[config.mk]
export PLATFORM = sky130hd
export DESIGN_NAME = div_unit
export DESIGN_NICKNAME = d
export VERILOG_FILES = /design/src/rtl/div_pkg.sv /design/src/rtl/div_unit_step.sv /design/src/rtl/div_unit.sv
export SDC_FILE = /design/constraint.sdc
export NUM_CORES = 1
export LEC_CHECK = 0
export CORE_UTILIZATION = 58
export CTS_CLUSTER_SIZE = 30
export DETAILED_ROUTE_END_ITERATION = 6
export GPL_TIMING_DRIVEN = 0
export PLACE_DENSITY = 0.8
export SLEW_MARGIN = 0
export SYNTH_ARGS = -nofsm -noshare
export SYNTH_HDL_FRONTEND = slang
export SYNTH_HIERARCHICAL = 1
export SYNTH_SLANG_ARGS = --single-unit
[constraint.sdc]
create_clock -name clk -period 3.35 [get_ports clk]
set_input_delay 0.67 -clock clk [delete_from_list [all_inputs] [get_ports clk]]
set_output_delay 0.67 -clock clk [all_outputs]
set_load 0.005 [all_outputs]
[src/rtl/div_pkg.sv]
// ============================================================================
// div_pkg : shared constants and state encoding for the iterative divider
// Rev 1.0
// ============================================================================
`default_nettype none

package div_pkg;

  localparam int XLEN_DEF = 32;
  localparam int REGW_DEF = 5;

  localparam logic [2:0] FUNCT3_DIV  = 3'b100;
  localparam logic [2:0] FUNCT3_DIVU = 3'b101;
  localparam logic [2:0] FUNCT3_REM  = 3'b110;
  localparam logic [2:0] FUNCT3_REMU = 3'b111;

  typedef enum logic [1:0] {
    IDLE = 2'd0,
    CALC = 2'd1,
    DONE = 2'd2
  } state_e;

endpackage

`default_nettype wire

[src/rtl/div_unit_step.sv]
// ============================================================================
// div_unit_step : one restoring-division iteration (shift, compare, subtract)
// Rev 1.0
// ============================================================================
`default_nettype none

module div_unit_step #(
  parameter int W = 32
) (
  input  logic [W-1:0] rem_i,
  input  logic [W-1:0] quot_i,
  input  logic [W-1:0] divisor_i,
  output logic [W-1:0] rem_o,
  output logic [W-1:0] quot_o
);

  logic [W:0] w_shift;
  logic       w_ge;

  // The partial remainder stays below the divisor, so the difference fits in W bits.
  assign w_shift = {rem_i, quot_i[W-1]};
  assign w_ge    = (w_shift >= {1'b0, divisor_i});
  assign rem_o   = w_ge ? (w_shift[W-1:0] - divisor_i) : w_shift[W-1:0];
  assign quot_o  = {quot_i[W-2:0], w_ge};

endmodule

`default_nettype wire

[src/rtl/div_unit.sv]
// ============================================================================
// div_unit : radix-2 restoring divider for DIV/DIVU/REM/REMU, fixed latency
// Rev 1.0
// ============================================================================
`default_nettype none

module div_unit
  import div_pkg::*;
#(
  parameter int XLEN = XLEN_DEF,
  parameter int REGW = REGW_DEF
) (
  input  logic            clk,
  input  logic            reset_n,
  input  logic            start_i,
  input  logic            flush_i,
  input  logic            valid_i,
  input  logic [2:0]      funct3_i,
  input  logic [XLEN-1:0] rs1_i,
  input  logic [XLEN-1:0] rs2_i,
  input  logic [REGW-1:0] rd_i,
  output logic            ready_o,
  output logic            busy_o,
  output logic [REGW-1:0] rd_o,
  output logic [XLEN-1:0] result_o
);

  localparam int              CNTW  = $clog2(XLEN + 1);
  localparam logic [CNTW-1:0] ITERS = CNTW'(XLEN);

  state_e            state_q;
  logic [CNTW-1:0]   cnt_q;
  logic [XLEN-1:0]   rem_q;
  logic [XLEN-1:0]   quot_q;
  logic [XLEN-1:0]   divisor_q;
  logic [REGW-1:0]   tag_q;
  logic              is_rem_q;
  logic              qneg_q;
  logic              rneg_q;
  logic              div0_q;
  logic              ready_q;
  logic              busy_q;
  logic [REGW-1:0]   rd_q;
  logic [XLEN-1:0]   result_q;

  logic              w_accept;
  logic              w_rs1_neg;
  logic              w_rs2_neg;
  logic [XLEN-1:0]   w_rs1_abs;
  logic [XLEN-1:0]   w_rs2_abs;
  logic [XLEN-1:0]   w_rem_d;
  logic [XLEN-1:0]   w_quot_d;
  logic [XLEN-1:0]   w_quot_res;
  logic [XLEN-1:0]   w_rem_res;
  logic [XLEN-1:0]   w_result_d;

  assign w_accept  = start_i && valid_i && funct3_i[2] && !flush_i;
  assign w_rs1_neg = !funct3_i[0] && rs1_i[XLEN-1];
  assign w_rs2_neg = !funct3_i[0] && rs2_i[XLEN-1];
  assign w_rs1_abs = w_rs1_neg ? (~rs1_i + 1'b1) : rs1_i;
  assign w_rs2_abs = w_rs2_neg ? (~rs2_i + 1'b1) : rs2_i;

  div_unit_step #(.W(XLEN)) u_step (
    .rem_i     (rem_q),
    .quot_i    (quot_q),
    .divisor_i (divisor_q),
    .rem_o     (w_rem_d),
    .quot_o    (w_quot_d)
  );

  // A zero divisor leaves the remainder as |rs1|, which the sign fix-up turns back into rs1.
  assign w_quot_res = div0_q ? '1 : (qneg_q ? (~quot_q + 1'b1) : quot_q);
  assign w_rem_res  = rneg_q ? (~rem_q + 1'b1) : rem_q;
  assign w_result_d = is_rem_q ? w_rem_res : w_quot_res;

  always_ff @(posedge clk) begin
    if (!reset_n) begin
      state_q   <= IDLE;
      cnt_q     <= '0;
      rem_q     <= '0;
      quot_q    <= '0;
      divisor_q <= '0;
      tag_q     <= '0;
      is_rem_q  <= 1'b0;
      qneg_q    <= 1'b0;
      rneg_q    <= 1'b0;
      div0_q    <= 1'b0;
      ready_q   <= 1'b0;
      busy_q    <= 1'b0;
      rd_q      <= '0;
      result_q  <= '0;
    end else begin
      case (state_q)
        IDLE: begin
          if (w_accept) begin
            state_q   <= CALC;
            busy_q    <= 1'b1;
            cnt_q     <= '0;
            rem_q     <= '0;
            quot_q    <= w_rs1_abs;
            divisor_q <= w_rs2_abs;
            tag_q     <= rd_i;
            is_rem_q  <= funct3_i[1];
            qneg_q    <= w_rs1_neg ^ w_rs2_neg;
            rneg_q    <= w_rs1_neg;
            div0_q    <= (rs2_i == '0);
          end
        end
        CALC: begin
          if (flush_i) begin
            state_q <= IDLE;
            busy_q  <= 1'b0;
          end else if (cnt_q == ITERS) begin
            state_q  <= DONE;
            ready_q  <= 1'b1;
            result_q <= w_result_d;
            rd_q     <= tag_q;
          end else begin
            rem_q  <= w_rem_d;
            quot_q <= w_quot_d;
            cnt_q  <= cnt_q + CNTW'(1);
          end
        end
        DONE: begin
          state_q <= IDLE;
          ready_q <= 1'b0;
          busy_q  <= 1'b0;
        end
        default: begin
          state_q <= IDLE;
          ready_q <= 1'b0;
          busy_q  <= 1'b0;
        end
      endcase
    end
  end

  assign ready_o  = ready_q;
  assign busy_o   = busy_q;
  assign rd_o     = rd_q;
  assign result_o = result_q;

endmodule

`default_nettype wire

==> results of run 1 <==
## cells by family (layout without fill, tap and decap cells)
| family | after synthesis | in the layout | synth area share [%] |
|---|---|---|---|
| and+or+nand+nor | 447 | 447 | 19.28 |
| AOI/OAI and AO/OA | 408 | 408 | 24.66 |
| buffers and inverters | 182 | 335 | 7.519 |
| DFF | 152 | 152 | 27.29 |
| xor gates and xnor gates | 142 | 142 | 11.15 |
| muxes | 56 | 56 | 5.656 |
| adders and majority gates | 39 | 39 | 4.444 |
## cell type report
type / count / area share (%)
inverters: 58 / 1.638
flip-flops and latches: 152 / 23.00
repair buffers: 122 / 9.039
multi-input cells: 1092 / 55.02
clock buffers: 17 / 3.201
clock inverters: 15 / 1.205
plain buffers: 123 / 4.689
well taps: 234 / 2.203
## routing by layer
layer  share of wire, %  up-vias  routed length [um]  track usage, %
li1                   -     5434                   -               -
met1                 45     5457               16090           50.95
met2                 43      581               15270           53.84
met3                9.8       51                3489           7.609
met4                2.1        0                 754           11.04
met5                  0        -                   0               0
## through the flow
step                      hold WS [ps]  setup slack (ps)
after floorplan                  431.9             345.4
after global placement           433.4            -419.0
after detailed placement         438.5            -517.6
after CTS                        453.5             10.47
after global routing             466.7             16.83
final                            448.5             110.9
## sequential cells by signal (all words and copies together) (netlist names)
| name | count |
|---|---|
| rd_o | 5 |
| rem_q | 32 |
| result_o | 32 |
| state_q | 2 |
| busy_o | 1 |
| tag_q | 5 |
| ready_o | 1 |
| qneg_q | 1 |
| cnt_q | 6 |
| div0_q | 1 |
| divisor_q | 32 |
| rneg_q | 1 |
| quot_q | 32 |
| is_rem_q | 1 |
## power breakdown
group | switching [uW] | internal, uW
Sequential | 95.9 | 1860
Clock | 885 | 1050
Combinational | 1500 | 1500
Total | 2480 | 4420
## final timing paths
kind | from | end | slack (ps) | cells past startpoint
worst min-delay path | result_o[25] | result_o[25] | 450 | 1
worst min register to register | result_o[25] | result_o[25] | 450 | 1
worst max register to register | rem_q[6] | rem_q[25] | 110 | 14
worst max-delay path | rem_q[6] | rem_q[25] | 110 | 14
## timing repair
action,CTS,global route
setup endpoints to repair,33,28
pin swaps,1,8
cloned,0,0
setup buffers,1,7
resized for setup,7,19
hold endpoints to repair,0,0
## cells in the final DEF (no fill, tap or decap), types with 43 or more instances in the layout
cell             instances
nor2_1                 112
xor2_1                  93
a221oi_1                43
o21ai_0                 51
dfxtp_1                143
inv_1                   56
a21oi_1                133
nand2_1                163
xnor2_1                 49
clkdlybuf4s50_1        114
clkbuf_1                69
==> key figures, run 1 <==
Worst setup path
  – Max FO, Critical Path: 10
  – WP data required: 3640 ps
  – Slowest cell on the critical path: or3_4
  – Delay-heaviest family, CP: compound AO/OA/AOI/OAI gates
  – CP endpoint kind: flip-flop
  – Delay of the slowest critical-path stage: 400 ps
  – Worst-path cell chain: ha_1 > a21oi_2 > a211oi_1 > or3_4 > nor4b_4 > o21ai_2 > a31oi_4 > o21a_4 > inv_2 > buf_6 > buf_12 > mux2_4 > nand2_1 > a21oi_1
  – CP Class: reg -> reg
  – Crit start category: flip-flop
  – Worst path bufs/invs: 3
  – Worst EP arrival: 3530 ps

Synth
  – Most common flop cell mapped by yosys: dfxtp_1
  – Top-area cell type share of the netlist area: 27.29%
  – Synthesized Nets: 1,542
  – Ys async rst share: 0%
  – Seq/Total Area, Yosys: 27.29%
  – Mapped cell area: 11,150 um2
  – Synth area leaders: dfxtp_1 (27%), xor2_1 (7.3%), a21oi_1 (6.1%), nand2_1 (5.5%), ha_1 (4.3%)
  – Synth Warn #: 6
  – Number of synthesized flops with an enable pin: 0
  – Yosys cell types: 76
  – Avg Inst Size Synth: 7.819 um2
  – Top-count cell post-synth: nand2_1
  – Cells after Synth: 1,426
  – Register bit total from synthesis: 152
  – Yosys top cell by area: dfxtp_1
  – Post-synth top cells: nand2_1 (163), dfxtp_1 (152), a21oi_1 (135)

Run
  – MaxCap Viol Count: 0

Global route
  – Grt total ovfl: 0
  – First-pass GRT wire length: 55.34 mm
  – Largest net degree at the start of global routing: 17
  – Vias in the first global route: 10,280
  – Gr usage total: 35.79%
  – Antenna violations before repair: 0

CTS
  – Clock sink count: 152
  – Hold Buf Count CTS: 0
  – Longest Clk Path Bufs: 2
  – Clk slew on worst S/H paths: 60 ps
  – Clock root buffer: clkbuf_16
  – Htree depth: 4
  – Skew-Pair Late Insertion Delay: 440 ps
  – CTS buffer count: 17
  – CTS tree: built

STA
  – Rel. slew slack: 44.61%
  – Max Slew Vio Count: 0
  – Hold Violations, Final: 0
  – Fin crit period: 3239 ps
  – Final period util: 96.69%
  – RSZ-0062 raised after global routing: false
  – Layout Skew: 14.33 ps
  – Max Clk Rate: 308.7 MHz
  – # setup viols final: 0
  – Sum Neg Setup Slack: 0 ps
  – Least-Margin Pin Slew: 823.2 ps

Placed design
  – Gpl congestion: 0.9652
  – Detailed Place HPWL: 27.36 mm
  – DP Cell Count: 1,774
  – Port Buffer Count: 114
  – Area after DPL: 12,580 um2

Power and ir drop
  – P_leak: 0.005199 uW
  – PwrDens: 518.8 nW/um2
  – Final Power: 6895 uW
  – Worst vdd ir: 0.4161 mV

Route
  – Antenna-violating nets left: 0
  – Vias: 11,523
  – Wirelength per Cell: 19.64 um
  – Post-Route WL: 35.61 mm
  – Post-DR vias/cell: 6.356
  – DR DRC count: 0
  – Total iterations of the first detailed-routing run: 5
  – Drt initial violations: 1,141

Finish
  – Post-route cell area: 13,290 um2
  – Fillers: 1,568
  – Area of the multi-input gates: 7312 um2
  – Antenna cells: 0
  – Register Area: 3057 um2
  – Non-filler instance count after layout: 1,813
  – Layout Area Growth over Synthesis: 19.19%
  – Util after Layout: 70.81%
  – # nets final: 1,682
  – Share of cells above drive strength 1: 9.816%

Floorplan
  – Die ar.: 19,780 um2
  – Site Rows: 50
  – Initial Util: 59.41%
  – IO Pins: 116
  – CORE AREA: 18,770 um2
  – Die Width: 140.6 um
  – Chip Height: 140.6 um

Run status
  – Outcome: finished clean

Min path
  – HP Class: reg -> reg
Power figures use the tool's default switching activity.
==> inputs of run 2 (changes only) <==
- HOLD_SLACK_MARGIN: not set -> 0.1
- RECOVER_POWER: not set -> 50
==> key figures, run 2 (synthesized netlist as in run 1, its figures left out) <==
Worst setup path
  – Crit start category: flip-flop
  – Worst EP arrival: 3540 ps (about the same)
  – Crit Reg-Reg Startpoint: rem_q[6]
  – RR Endpoint: rem_q[25]
  – Max FO, Critical Path: 10 (unchanged)
  – Worst reg2reg setup slack: 100 ps (about the same)
  – CP Class: reg -> reg
  – CP endpoint kind: flip-flop
  – Worst setup path endpoint: rem_q[25]
  – WP data required: 3640 ps (about the same)
  – Worst Reg2Reg Path Length in Cells: 14 (unchanged)
  – Critical Path Start: rem_q[6]

Floorplan
  – IO Pins: 116 (unchanged)
  – Chip Height: 140.6 um (unchanged)
  – Die ar.: 19,780 um2 (unchanged)
  – Die Width: 140.6 um (unchanged)
  – CORE AREA: 18,770 um2 (unchanged)
  – Site Rows: 50 (unchanged)
  – Initial Util: 59.41% (unchanged)

Placed design
  – Port Buffer Count: 114 (unchanged)
  – Pre-CTS WS: -517.6 ps (unchanged)
  – Gpl congestion: 0.9652 (unchanged)
  – Detailed Place HPWL: 27.36 mm (unchanged)

Global route
  – Grt met1 use: 50.95% (unchanged)
  – Largest net degree at the start of global routing: 17 (unchanged)
  – GR met3 Demand/Resource: 7.609% (unchanged)
  – Gr usage total: 35.79% (unchanged)
  – First-pass GRT wire length: 55.34 mm (unchanged)
  – Vias in the first global route: 10,280 (unchanged)
  – GR peak layer: met2
  – Met2 Use GR: 53.84% (unchanged)
  – Grt total ovfl: 0 (unchanged)
  – Antenna violations before repair: 0 (unchanged)

STA
  – Max Slew Vio Count: 0 (unchanged)
  – # setup viols final: 0 (unchanged)
  – Hold Violations, Final: 0 (unchanged)
  – PnR worst setup slack: 98.33 ps (-12.53 ps)
  – RSZ-0062 raised after global routing: false
  – Fin crit period: 3252 ps (+12.53 ps)
  – Rel. slew slack: 38.03% (-6.6 points)
  – Sum Neg Setup Slack: 0 ps (unchanged)
  – Layout Skew: 15.91 ps (+1.586 ps)
  – Final period util: 97.06% (+0.37 points)
  – Max Clk Rate: 307.5 MHz (-0.39%)
  – Least-Margin Pin Slew: 921.1 ps (+97.86 ps)

CTS
  – Htree depth: 4 (unchanged)
  – CTS tree: built
  – Clock sink count: 152 (unchanged)
  – Hold Buf Count CTS: 0 (unchanged)
  – Clk slew on worst S/H paths: 60 ps (about the same)
  – Clock root buffer: clkbuf_16
  – Longest Clk Path Bufs: 2 (unchanged)
  – Skew-Pair Late Insertion Delay: 440 ps (about the same)
  – CTS buffer count: 17 (unchanged)

Power and ir drop
  – NetSw: 2471 uW (-0.26%)
  – Clock power frac: 28.1% (about the same)
  – Internal Pwr Total: 4417 uW (about the same)
  – Switch share: 35.87% (-0.057 points)
  – Worst vdd ir: 0.4174 mV (+0.31%)
  – PwrDens: 518.4 nW/um2 (about the same)
  – Register share of total power: 28.4% (about the same)
  – Comb pwr share: 43.5% (about the same)
  – P_leak: 0.005337 uW (+2.7%)

Route
  – Antenna-violating nets left: 0 (unchanged)
  – Post-DR vias/cell: 6.367 (+0.17%)
  – Vias: 11,543 (+0.17%)
  – Post-Route WL: 35.58 mm (about the same)
  – DR DRC count: 0 (unchanged)
  – Drt initial violations: 1,134 (-0.61%)
  – Wirelength per Cell: 19.62 um (about the same)
  – Total iterations of the first detailed-routing run: 5 (unchanged)

Finish
  – Commonest non-fill, non-tap cells in the layout: nand2_1 (163), dfxtp_1 (143), a21oi_1 (133)
  – Fillers: 1,569 (+0.064%)
  – Share of cells above drive strength 1: 9.690% (-0.13 points)
  – Most common cell after layout, fill and taps aside: nand2_1
  – Antenna cells: 0 (unchanged)
  – Layout Area Growth over Synthesis: 19.18% (about the same)
  – # nets final: 1,682 (unchanged)

Run status
  – Outcome: finished clean

Run
  – MaxCap Viol Count: 0 (unchanged)

Min path
  – HP Class: reg -> reg
## run 2: per-layer routing
| layer | part of all wire [%] | wire (um) | up-vias |
|---|---|---|---|
| met4 | 2.3 | 828 | 0 |
| li1 | - | - | 5443 |
| met3 | 9.9 | 3507 | 58 |
| met2 | 43 | 15130 | 578 |
| met1 | 45 | 16110 | 5464 |
| met5 | 0 | 0 | - |
## run 2: layout make-up
class | instances | area (um2) | area share, %
buffer | 123 | 621.8 | 4.680
clock buffer | 17 | 425.4 | 3.202
clock inverter | 15 | 160.2 | 1.205
inverter | 58 | 217.7 | 1.638
multi-input combinational | 1092 | 7312 | 55.03
sequential | 152 | 3057 | 23.00
tap | 234 | 292.8 | 2.203
timing repair buffer | 122 | 1201 | 9.040
## run 2: worst max-delay path, stage by stage (launching register included)
cell and delay [ps]:
dfxtp_2 370, ha_1 370, a21oi_2 200, a211oi_1 100, or3_4 400, nor4b_4 310, o21ai_2 140, a31oi_4 260
o21a_4 180, inv_2 40, buf_6 140, buf_12 150, mux2_4 290, nand2_1 70, a21oi_1 80
## run 2: repair_timing
action,in CTS,in global routing
hold endpoints to repair,0,0
endpoints found under the setup margin,33,28
setup buffers,1,7
pin swaps,1,8
gates resized for setup,7,19
## run 2: metrics by stage
step	util [%]	instances	hold slack, ps	total power [uW]	area [um2]
6_report	70.80	1813	443.2	6888	13290
5_1_grt	70.80	1813	461.9	7182	13290
4_1_cts	70.30	1806	453.5	6706	13190
3_5_place_dp	67.05	1774	438.5	4767	12580
3_3_place_gp	67.05	1774	433.4	4738	12580
2_1_floorplan	-	1426	431.9	4163	11150
## run 2: power by group through the flow
stage          clock network [uW]  registers (uW)  logic (uW)
5_1_grt                      2030            1960        3190
3_5_place_dp                    0            1990        2770
3_3_place_gp                    0            1990        2750
6_report                     1940            1960        2990
2_1_floorplan                   0            1960        2210
4_1_cts                      1940            1950        2810
## run 2: worst min-delay path by stage
| stage | startpoint | endpoint | cells after the start |
|---|---|---|---|
| 2_1_floorplan | divisor_q[27] | divisor_q[27] | 2 |
| 3_3_place_gp | result_o[26] | result_o[26] | 1 |
| 3_5_place_dp | result_o[16] | result_o[16] | 1 |
| 4_1_cts | result_o[16] | result_o[16] | 1 |
| 5_1_grt | result_o[17] | result_o[17] | 1 |
| 6_report | result_o[25] | result_o[25] | 1 |
